`src/rtl/adler32_pkg.sv`:
```
`default_nettype none
// ============================================================================
// Module   : adler32_pkg
// Purpose  : Shared Adler-32 constants, state encoding and byte order.
// Revision : 1.0
// ============================================================================
package adler32_pkg;

   localparam int unsigned C_ADLER_MOD      = 65521;
   localparam int unsigned C_DATA_WD        = 32;
   localparam int unsigned C_BYTES_PER_WORD = 4;

   typedef enum logic [2:0] {
      ST_IDLE  = 3'd0,
      ST_RUN   = 3'd1,
      ST_DRAIN = 3'd2,
      ST_WCHK  = 3'd3,
      ST_DONE  = 3'd4
   } state_t;

   // Byte 0 of a payload word sits in the MSBs and is summed first.
   function automatic logic [7:0] lead_byte(input logic [31:0] word);
      return word[31:24];
   endfunction

endpackage
`default_nettype wire

```
`src/rtl/adler32_byte_upd.sv`:
```
`default_nettype none
// ============================================================================
// Module   : adler32_byte_upd
// Purpose  : One-byte Adler-32 step (A,B,d) -> (A',B') with modular reduction.
// Revision : 1.0
// ============================================================================
module adler32_byte_upd
   import adler32_pkg::*;
#(
   parameter int unsigned MOD = C_ADLER_MOD
) (
   input  wire logic [15:0] i_a,
   input  wire logic [15:0] i_b,
   input  wire logic [7:0]  i_d,
   output logic      [15:0] o_a,
   output logic      [15:0] o_b
);
   localparam logic [16:0] C_MOD17 = 17'(MOD);

   logic [16:0] w_a_sum;
   logic [16:0] w_b_sum;

   // Both operands are already reduced and d <= 255, so one subtract suffices.
   assign w_a_sum = {1'b0, i_a} + {9'd0, i_d};
   assign o_a     = 16'((w_a_sum >= C_MOD17) ? (w_a_sum - C_MOD17) : w_a_sum);
   assign w_b_sum = {1'b0, i_b} + {1'b0, o_a};
   assign o_b     = 16'((w_b_sum >= C_MOD17) ? (w_b_sum - C_MOD17) : w_b_sum);

endmodule
`default_nettype wire

```
`config.mk`:
```
export PLATFORM = sky130hd
export DESIGN_NAME = adler32_byte_upd
export DESIGN_NICKNAME = d
export VERILOG_FILES = /design/src/rtl/adler32_pkg.sv /design/src/rtl/adler32_byte_upd.sv
export SDC_FILE = /design/constraint.sdc
export NUM_CORES = 1
export LEC_CHECK = 0
export CAP_MARGIN = 20
export CORE_MARGIN = 2
export CORE_UTILIZATION = 51
export DETAILED_ROUTE_END_ITERATION = 16
export GPL_TIMING_DRIVEN = 0
export PLACE_DENSITY_LB_ADDON = 0.25
export SYNTH_ARGS = -nofsm -noshare
export SYNTH_HDL_FRONTEND = slang
export SYNTH_SLANG_ARGS = --single-unit
```
`constraint.sdc`:
```
create_clock -name vclk -period 18.85
set_clock_uncertainty 0.15 [all_clocks]
set_input_delay 1.885 -clock vclk [all_inputs]
set_output_delay 1.885 -clock vclk [all_outputs]
set_load 0.005 [all_outputs]
```
==> results.yml, run 1 <==
route:
  route.detailed.drc: 0
  final_antenna_net_count: 0
  firstDrtPassIters: 4
  drt-initial-drc-count: 51
  routed_wl_mm: 4.62
  vias: 2169
  viasPerCell: 5.41
  wl_per_cell_um: 11.5
yosys:
  yosysSeqAreaShare_pct: 0
  synthCells: 283
  synth_top_area_share_pct: 19.4
  synth_fp_nets: 355
  synth_area_um2: 1930
  yosysTopAreaCell: "ha_1"
  yosysWarnings: 0
  avgSynthCellArea_um2: 6.82
  yosysUniqueCellTypes: 48
  synthTopCellsByArea: "ha_1 (19%), xor2_1 (10%), xnor2_1 (9.1%), a21oi_1 (7.3%), nand2_1 (6.4%)"
finish:
  drive_above_1_share_pct: 3.97
  final_area_um2: 2690
  clkbuf_count: 0
  nFillCells: 309
  antenna_cells: 0
  fin_cells: 401
  nFlopsAndLatches: 0
  seqCellArea_um2: 0
  area_growth_syn_to_layout_pct: 39.4
  finalNetCount: 427
  utilization_pct: 73.5
clock_network:
  postCtsSetupBuffers: 0
  ctsResizeCount: 0
  cts.hold.buffers_added: 0
placed_design:
  dpl.cell_count: 401
  io_buffers: 70
  place_hpwl_mm: 4.17
  gp_congestion: 0.774
  dpl_cell_area_um2: 2690
worst_hold_path:
  min_from: "i_a[9]"
  hold_depth: 4
  worstHoldPathType: "in -> out"
  whs_endpoint: "o_a[9]"
critical_path:
  worstSetupStartpointType: "primary input"
  path_class: "in -> out"
  cp_max_fo: 10
  worstPathArrival_ps: 8220
  end_kind: "output pin"
  required_ps: 16820
sta:
  fmax_mhz: 97.5
  tns_ps: 0
  slew_headroom_pct: 64.4
  period_minus_slack_ps: 10250
  slew_viol_final: 0
  finalCritPeriodShare_pct: 54.4
  finalHoldViolCount: 0
  tightest_slew_ps: 531
  rsz0062_at_grt: "no"
  setup_viol: 0
floorplan:
  coreArea_um2: 3660
  die_w_um: 65.5
  die_y_um: 65.5
  fp-row-count: 22
  start_util_pct: 52.7
  ios: 72
  die_area_um2: 4290
global_route:
  grt_max_degree: 11
  antenna_found_initial: 0
  grt_pass1_vias: 1946
  grt_pass1_wl_mm: 7.97
  grt_usage_pct: 22.0
  grt_remaining_overflow: 0
pwr:
  pwr_density_cell_nw_per_um2: 63.4
  power_frac_comb_pct: 100.0
  vdd_drop_max_v: 0.0000239
  internal-power_w: 0.0000882
  power.share.switching_pct: 48.4
  leakagePower_nw: 1.12
  clkPwrFrac_pct: 0
  p_seq_share_pct: 0
  power_switching_w: 0.0000826
outcome:
  status: "finished, final reports clean"
job:
  drv_cap: 0
-- routing by layer --
metal	wire length, um	global-route usage (%)
met5	0	0
met4	38	2.08
met3	115	0.342
met2	2420	43.0
met1	2040	27.6
-- worst max-delay path, stage by stage --
cell             delay (ps)
clkdlybuf4s50_1         470
ha_1                    170
inv_1                    60
fa_1                    390
nor2b_1                 120
o21ai_0                 100
a21boi_0                270
o21ai_1                 140
a21oi_1                 340
xnor2_1                 150
o31ai_2                 530
xnor2_1                 220
ha_1                    250
inv_1                    70
fa_1                    390
nand3b_2                270
nand2_2                 120
a21boi_2                 60
xnor2_1                 310
nand3_1                 260
nor4_4                  420
a41o_1                  280
buf_6                   150
nand4_1                 110
xnor2_1                 180
clkdlybuf4s50_1         520
-- how the worst max path moves through the flow --
stage                     cells past startpoint       to   start  slack, ps
after global placement                       26  o_b[14]  i_a[0]       8740
final                                        26   o_b[8]  i_a[0]       8600
after floorplan                              24  o_b[14]  i_a[0]      10190
after CTS                                    26   o_b[8]  i_a[0]       8610
after global routing                         26  o_b[14]  i_a[0]       7980
after detailed placement                     26   o_b[8]  i_a[0]       8630
-- power by group through the flow --
| stage | sequential [W] | combinational, W | clock, W |
|---|---|---|---|
| final | 0 | 0.000171 | 0 |
| after global routing | 0 | 0.000189 | 0 |
| after CTS | 0 | 0.000171 | 0 |
| after detailed placement | 0 | 0.000170 | 0 |
| after global placement | 0 | 0.000167 | 0 |
| after floorplan | 0 | 0.000103 | 0 |
-- area by class of cell --
type | instances | area, um^2 | share of cell area, %
Multi-Input combinational cell | 265 | 1860 | 68.9
Timing Repair Buffer | 70 | 701 | 26.0
Tap cell | 48 | 60.1 | 2.23
Inverter | 15 | 56.3 | 2.09
Buffer | 3 | 18.8 | 0.697
-- cells in the final DEF, fill, tap and decap left out, drive strengths merged, types with 12 or more instances in the layout --
cell,Yosys,final
inv,15,15
ha,30,30
a21oi,28,28
nand2,34,34
o21ai,16,16
nand3,12,12
xor2,23,23
clkdlybuf4s50,0,70
xnor2,20,20
nor2,29,29
-- per-stage QoR --
| stage | setup slack (ps) | power (W) | hold WS, ps |
|---|---|---|---|
| 4_1_cts | 8610 | 0.000171 | 4460 |
| 5_1_grt | 7980 | 0.000189 | 4490 |
| 6_report | 8600 | 0.000171 | 4470 |
| 3_3_place_gp | 8740 | 0.000167 | 4460 |
| 3_5_place_dp | 8630 | 0.000170 | 4470 |
| 2_1_floorplan | 10190 | 0.000103 | 3760 |
-- synthesized netlist by cell type (2+ instances only) --
cell type / instances
xor2_1: 22
o31ai_1: 2
a21boi_0: 2
nor2_1: 29
o211ai_1: 2
xnor2_1: 20
nand3_1: 12
fa_1: 2
ha_1: 30
o21a_1: 3
o21ai_0: 13
nand4_1: 6
nand2_1: 33
nand2b_1: 4
nor3b_1: 2
a21o_1: 7
a21oi_1: 28
nand3b_1: 2
and3_1: 5
nor3_1: 10
and2_1: 5
nor2b_1: 3
o21ai_1: 2
inv_1: 15
-- logic make-up (layout without fill, tap and decap cells) --
group	count (synthesis)	count (layout)	synth area share, %
AND/OR/NAND/NOR	117	117	30.0
AO/OA/AOI/OAI	72	72	24.1
XOR/XNOR	43	43	19.9
adder cells (fa/ha/maj)	32	32	21.5
buffers and inverters	18	88	3.89
multiplexers	1	1	0.583
No activity file was read; power rests on OpenSTA's default activity.
==> inputs of run 2 (changes only) <==
- CORE_UTILIZATION: 51 -> 47
- clock period: 18.85 -> 10.05 ns (I/O delays scaled with it)
==> run 2 against run 1 <==
  * First-iteration DRC count decreased by 33%
  * Power increased by 89%
  * Flip-flop and latch count unchanged
  * Critical path depth unchanged
  * Combinational power rose by 88%
  * Final area about the same
  * Setup slack worse by 7100 ps
  * Wire length rose by 2.8%
  * Largest cell class unchanged
  * Largest power group unchanged
==> results.yml, run 2 (synthesis gave the netlist of run 1 again) <==
outcome:
  status: "finished, final reports clean"
finish:
  final_common_cell: "clkdlybuf4s50_1"
  clkbuf_count: 0
  utilization_pct: 67.8
  area_growth_syn_to_layout_pct: 39.5
  nFillCells: 374
  multi_input_area_um2: 1860
  antenna_cells: 0
  nFlopsAndLatches: 0
  drive_above_1_share_pct: 3.97
  mostFrequentLayoutCells: "clkdlybuf4s50_1 (70), nand2_1 (33), ha_1 (30)"
  final_area_um2: 2690
  seqCellArea_um2: 0
  finalNetCount: 427
sta:
  slew_viol_final: 0
  rsz0062_at_grt: "no"
  setup_ws_ps: 1540
  tns_ps: 0
  finalHoldViolCount: 0
  fmax_mhz: 118
  whs_ps: 2690
  slew_headroom_pct: 65.0
  period_minus_slack_ps: 8510
  finalCritPeriodShare_pct: 84.7
  tightest_slew_ps: 522
  setup_viol: 0
job:
  drv_cap: 0
global_route:
  antenna_found_initial: 0
  busiest_layer: "met2"
  grt_remaining_overflow: 0
  grt_usage_pct: 20.6
  use_met2_pct: 41.7
  use_met3_pct: 0
  grt_max_degree: 11
  grtUsageMet1_pct: 25.5
  grt_pass1_wl_mm: 7.83
  grt_pass1_vias: 1933
critical_path:
  cp_max_fo: 10
  worstSetupStartpointType: "primary input"
  end_kind: "output pin"
  required_ps: 8900
  path_class: "in -> out"
  worstPathArrival_ps: 7350
route:
  routed_wl_mm: 4.75
  wl_per_cell_um: 11.8
  route.detailed.drc: 0
  drt-initial-drc-count: 34
  vias: 2184
  firstDrtPassIters: 4
  final_antenna_net_count: 0
  viasPerCell: 5.42
placed_design:
  place_hpwl_mm: 4.27
  io_buffers: 70
  dpl_cell_area_um2: 2690
  gp_congestion: 0.791
  place_ws_ps: 1530
clock_network:
  cts.hold.buffers_added: 0
  postCtsSetupBuffers: 0
  ctsResizeCount: 0
worst_hold_path:
  worstHoldPathType: "in -> out"
pwr:
  power_switching_w: 0.000157
  vdd_drop_max_v: 0.0000452
  power.share.switching_pct: 48.7
  leakagePower_nw: 1.12
  clkPwrFrac_pct: 0
  power_frac_comb_pct: 100.0
  internal-power_w: 0.000165
  p_seq_share_pct: 0
  pwr_density_cell_nw_per_um2: 120
floorplan:
  ios: 72
  die_w_um: 68.1
  coreArea_um2: 3970
  die_area_um2: 4640
  fp-row-count: 23
  die_y_um: 68.1
  start_util_pct: 48.6
==> run 2: cell counts in the layout (fill, tap and decap cells not counted) <==
No cell type changed its count.
==> run 2: layer usage <==
| layer | part of all wire, % | vias up |
|---|---|---|
| met5 | 0 | - |
| met4 | 0 | 0 |
| met3 | 2.6 | 0 |
| met2 | 52 | 43 |
| met1 | 45 | 992 |
| li1 | - | 1149 |
==> run 2: final timing paths <==
kind  startpoint      end  slack (ps)  depth (start not counted)
max       i_a[0]  o_b[14]        1540                         26
min       i_a[9]   o_a[9]        2690                          4
==> run 2: area by class of cell <==
| type | count | share of cell area, % |
|---|---|---|
| Timing Repair Buffer | 70 | 26.0 |
| Tap cell | 50 | 2.32 |
| Buffer | 3 | 0.697 |
| Multi-Input combinational cell | 265 | 68.9 |
| Inverter | 15 | 2.09 |
==> run 2: power by group through the flow <==
stage | Clock (W) | Combinational (W) | Sequential, W
3_5_place_dp | 0 | 0.000322 | 0
5_1_grt | 0 | 0.000357 | 0
2_1_floorplan | 0 | 0.000194 | 0
6_report | 0 | 0.000322 | 0
4_1_cts | 0 | 0.000323 | 0
3_3_place_gp | 0 | 0.000314 | 0
==> run 2: worst max-delay path, cell delays in order <==
cell and delay [ps]:
clkdlybuf4s50_1 460, ha_1 170, inv_1 60, fa_1 390
nor2b_1 120, o21ai_0 100, a21boi_0 290, o21ai_1 140
a21oi_1 330, xnor2_1 140, o31ai_2 520, xnor2_1 220
ha_1 240, inv_1 60, fa_1 390, nand3b_2 270
nand2_2 100, a21boi_2 60, xnor2_1 330, nand3_1 260
nor4_4 420, a41o_1 290, buf_6 160, nand4_1 110
xnor2_1 180, clkdlybuf4s50_1 520
==> run 2: per-stage QoR <==
step,power [W],std cells
floorplan,0.000194,283
global placement,0.000314,403
detailed placement,0.000322,403
CTS,0.000323,403
global route,0.000357,403
finish,0.000322,403
==> inputs of run 3 (changes only) <==
- CORE_UTILIZATION: 47 -> 43
- clock period: 10.05 -> 6.85 ns (I/O delays scaled with it)
==> run 3 against run 2 <==
  * Setup slack lost 1400 ps
  * Count of clock-buffer cells in the layout is the same
  * Core utilization rose by 12 points
  * First-iteration DRC count grew 130%
  * Final cell count rose by 13%
  * Sequential share of layout area is the same
  * Die area is 8.7% higher
  * Global-route usage up 1.6 points
  * Critical path depth stayed put
  * Critical endpoint is now o_b[0]
==> results.yml, run 3 (synthesis gave the netlist of run 1 again) <==
critical_path:
  worstPathArrival_ps: 5920
  cpPeakStageDelay_ps: 440
  end_kind: "output pin"
  cpMostUsedCell: "buf_4"
  required_ps: 6010
  cp_max_fo: 6
  path_class: "in -> out"
  crit_slowest_cell: "clkdlybuf4s50_1"
  worstSetupStartpointType: "primary input"
global_route:
  grt_usage_pct: 22.2
  grt_max_degree: 10
  grt_pass1_wl_mm: 9.72
  antenna_found_initial: 0
  grt_remaining_overflow: 0
  grt_pass1_vias: 2347
floorplan:
  fp-row-count: 24
  die_w_um: 71.0
  die_y_um: 71.0
  coreArea_um2: 4350
  die_area_um2: 5040
  start_util_pct: 44.3
  ios: 72
sta:
  slew_viol_final: 0
  setup_viol: 0
  finalHoldViolCount: 0
  finalCritPeriodShare_pct: 98.6
  tightest_slew_ps: 552
  whs_ps: 2130
  setup_ws_ps: 93.1
  period_minus_slack_ps: 6760
  fmax_mhz: 148
  slew_headroom_pct: 62.9
placed_design:
  io_buffers: 70
  place_ws_ps: -974
  gp_congestion: 0.892
  place_hpwl_mm: 4.10
finish:
  clkbuf_count: 0
  antenna_cells: 0
  mostFrequentLayoutCells: "clkdlybuf4s50_1 (49), buf_4 (49), nand2_1 (31)"
  nFlopsAndLatches: 0
  seqCellArea_um2: 0
  finalNetCount: 476
  area_growth_syn_to_layout_pct: 80.0
  drive_above_1_share_pct: 33.3
route:
  drt-initial-drc-count: 79
  viasPerCell: 5.59
  vias: 2538
  final_antenna_net_count: 0
  firstDrtPassIters: 4
  routed_wl_mm: 7.01
  route.detailed.drc: 0
  wl_per_cell_um: 15.4
pwr:
  vdd_drop_max_v: 0.0000814
  leakagePower_nw: 1.53
  power.total_w: 0.000617
  pwr_density_cell_nw_per_um2: 178
job:
  drv_cap: 0
outcome:
  status: "finished, final reports clean"
worst_hold_path:
  worstHoldPathType: "in -> out"
[run 3: cell count changes in the layout (fill, tap and decap cells not counted), moves of 10 or more]
cell             before  now
a21oi_1              28   11
ha_1                 30   19
buf_4                 0   49
dlygate4sd2_1         0   10
clkdlybuf4s50_1      70   49
a21oi_2               0   15
[run 3: repair_timing]
item | CTS | global route
setup buffers | 29 | 21
hold buffers | 0 | 0
resized for setup | 53 | 63
endpoints found under the setup margin | 16 | 16
pin swaps | 21 | 46
[run 3: final cells by class]
class                      instances  area [um^2]
multi-input combinational        265         2270
buffer                             3         18.8
fill                             271          878
inverter                          15         56.3
tap                               52         65.1
timing repair buffer             119         1060
[run 3: critical path, delay by kind of cell]
kind                       cells  cell delay [ps]
xor gates and xnor gates       3              540
and+or+nand+nor                5              990
buffers and inverters          7             1350
AOI/OAI and AO/OA              9             1660
adders and majority gates      2              680
[run 3: layer usage]
| layer | vias to the layer above | track usage, % | part of all wire (%) |
|---|---|---|---|
| met5 | - | 0 | 0 |
| met4 | 0 | 2.73 | 3.3 |
| met3 | 20 | 0.855 | 3.3 |
| met2 | 86 | 45.5 | 54 |
| met1 | 1192 | 25.8 | 40 |
| li1 | 1240 | - | - |
[run 3: path summary, 6_finish.rpt]
kind	startpoint	end	cells after the start
setup / recovery	i_d[2]	o_b[0]	26
hold / removal	i_a[9]	o_a[9]	4
[run 3: power by group]
group | switching (W) | internal, W
registers | 0 | 0
logic | 0.000305 | 0.000312
clock network | 0 | 0
[run 3: through the flow]
| stage | util, % | TNS (ps) | instances | cell area, um^2 |
|---|---|---|---|---|
| 3_5_place_dp | 61.9 | -13320 | 405 | 2700 |
| 5_1_grt | 79.8 | -1250 | 454 | 3480 |
| 2_1_floorplan | - | 0 | 283 | 1930 |
| 3_3_place_gp | 61.9 | -11420 | 405 | 2700 |
| 6_report | 79.8 | 0 | 454 | 3480 |
| 4_1_cts | 70.5 | -129 | 434 | 3070 |
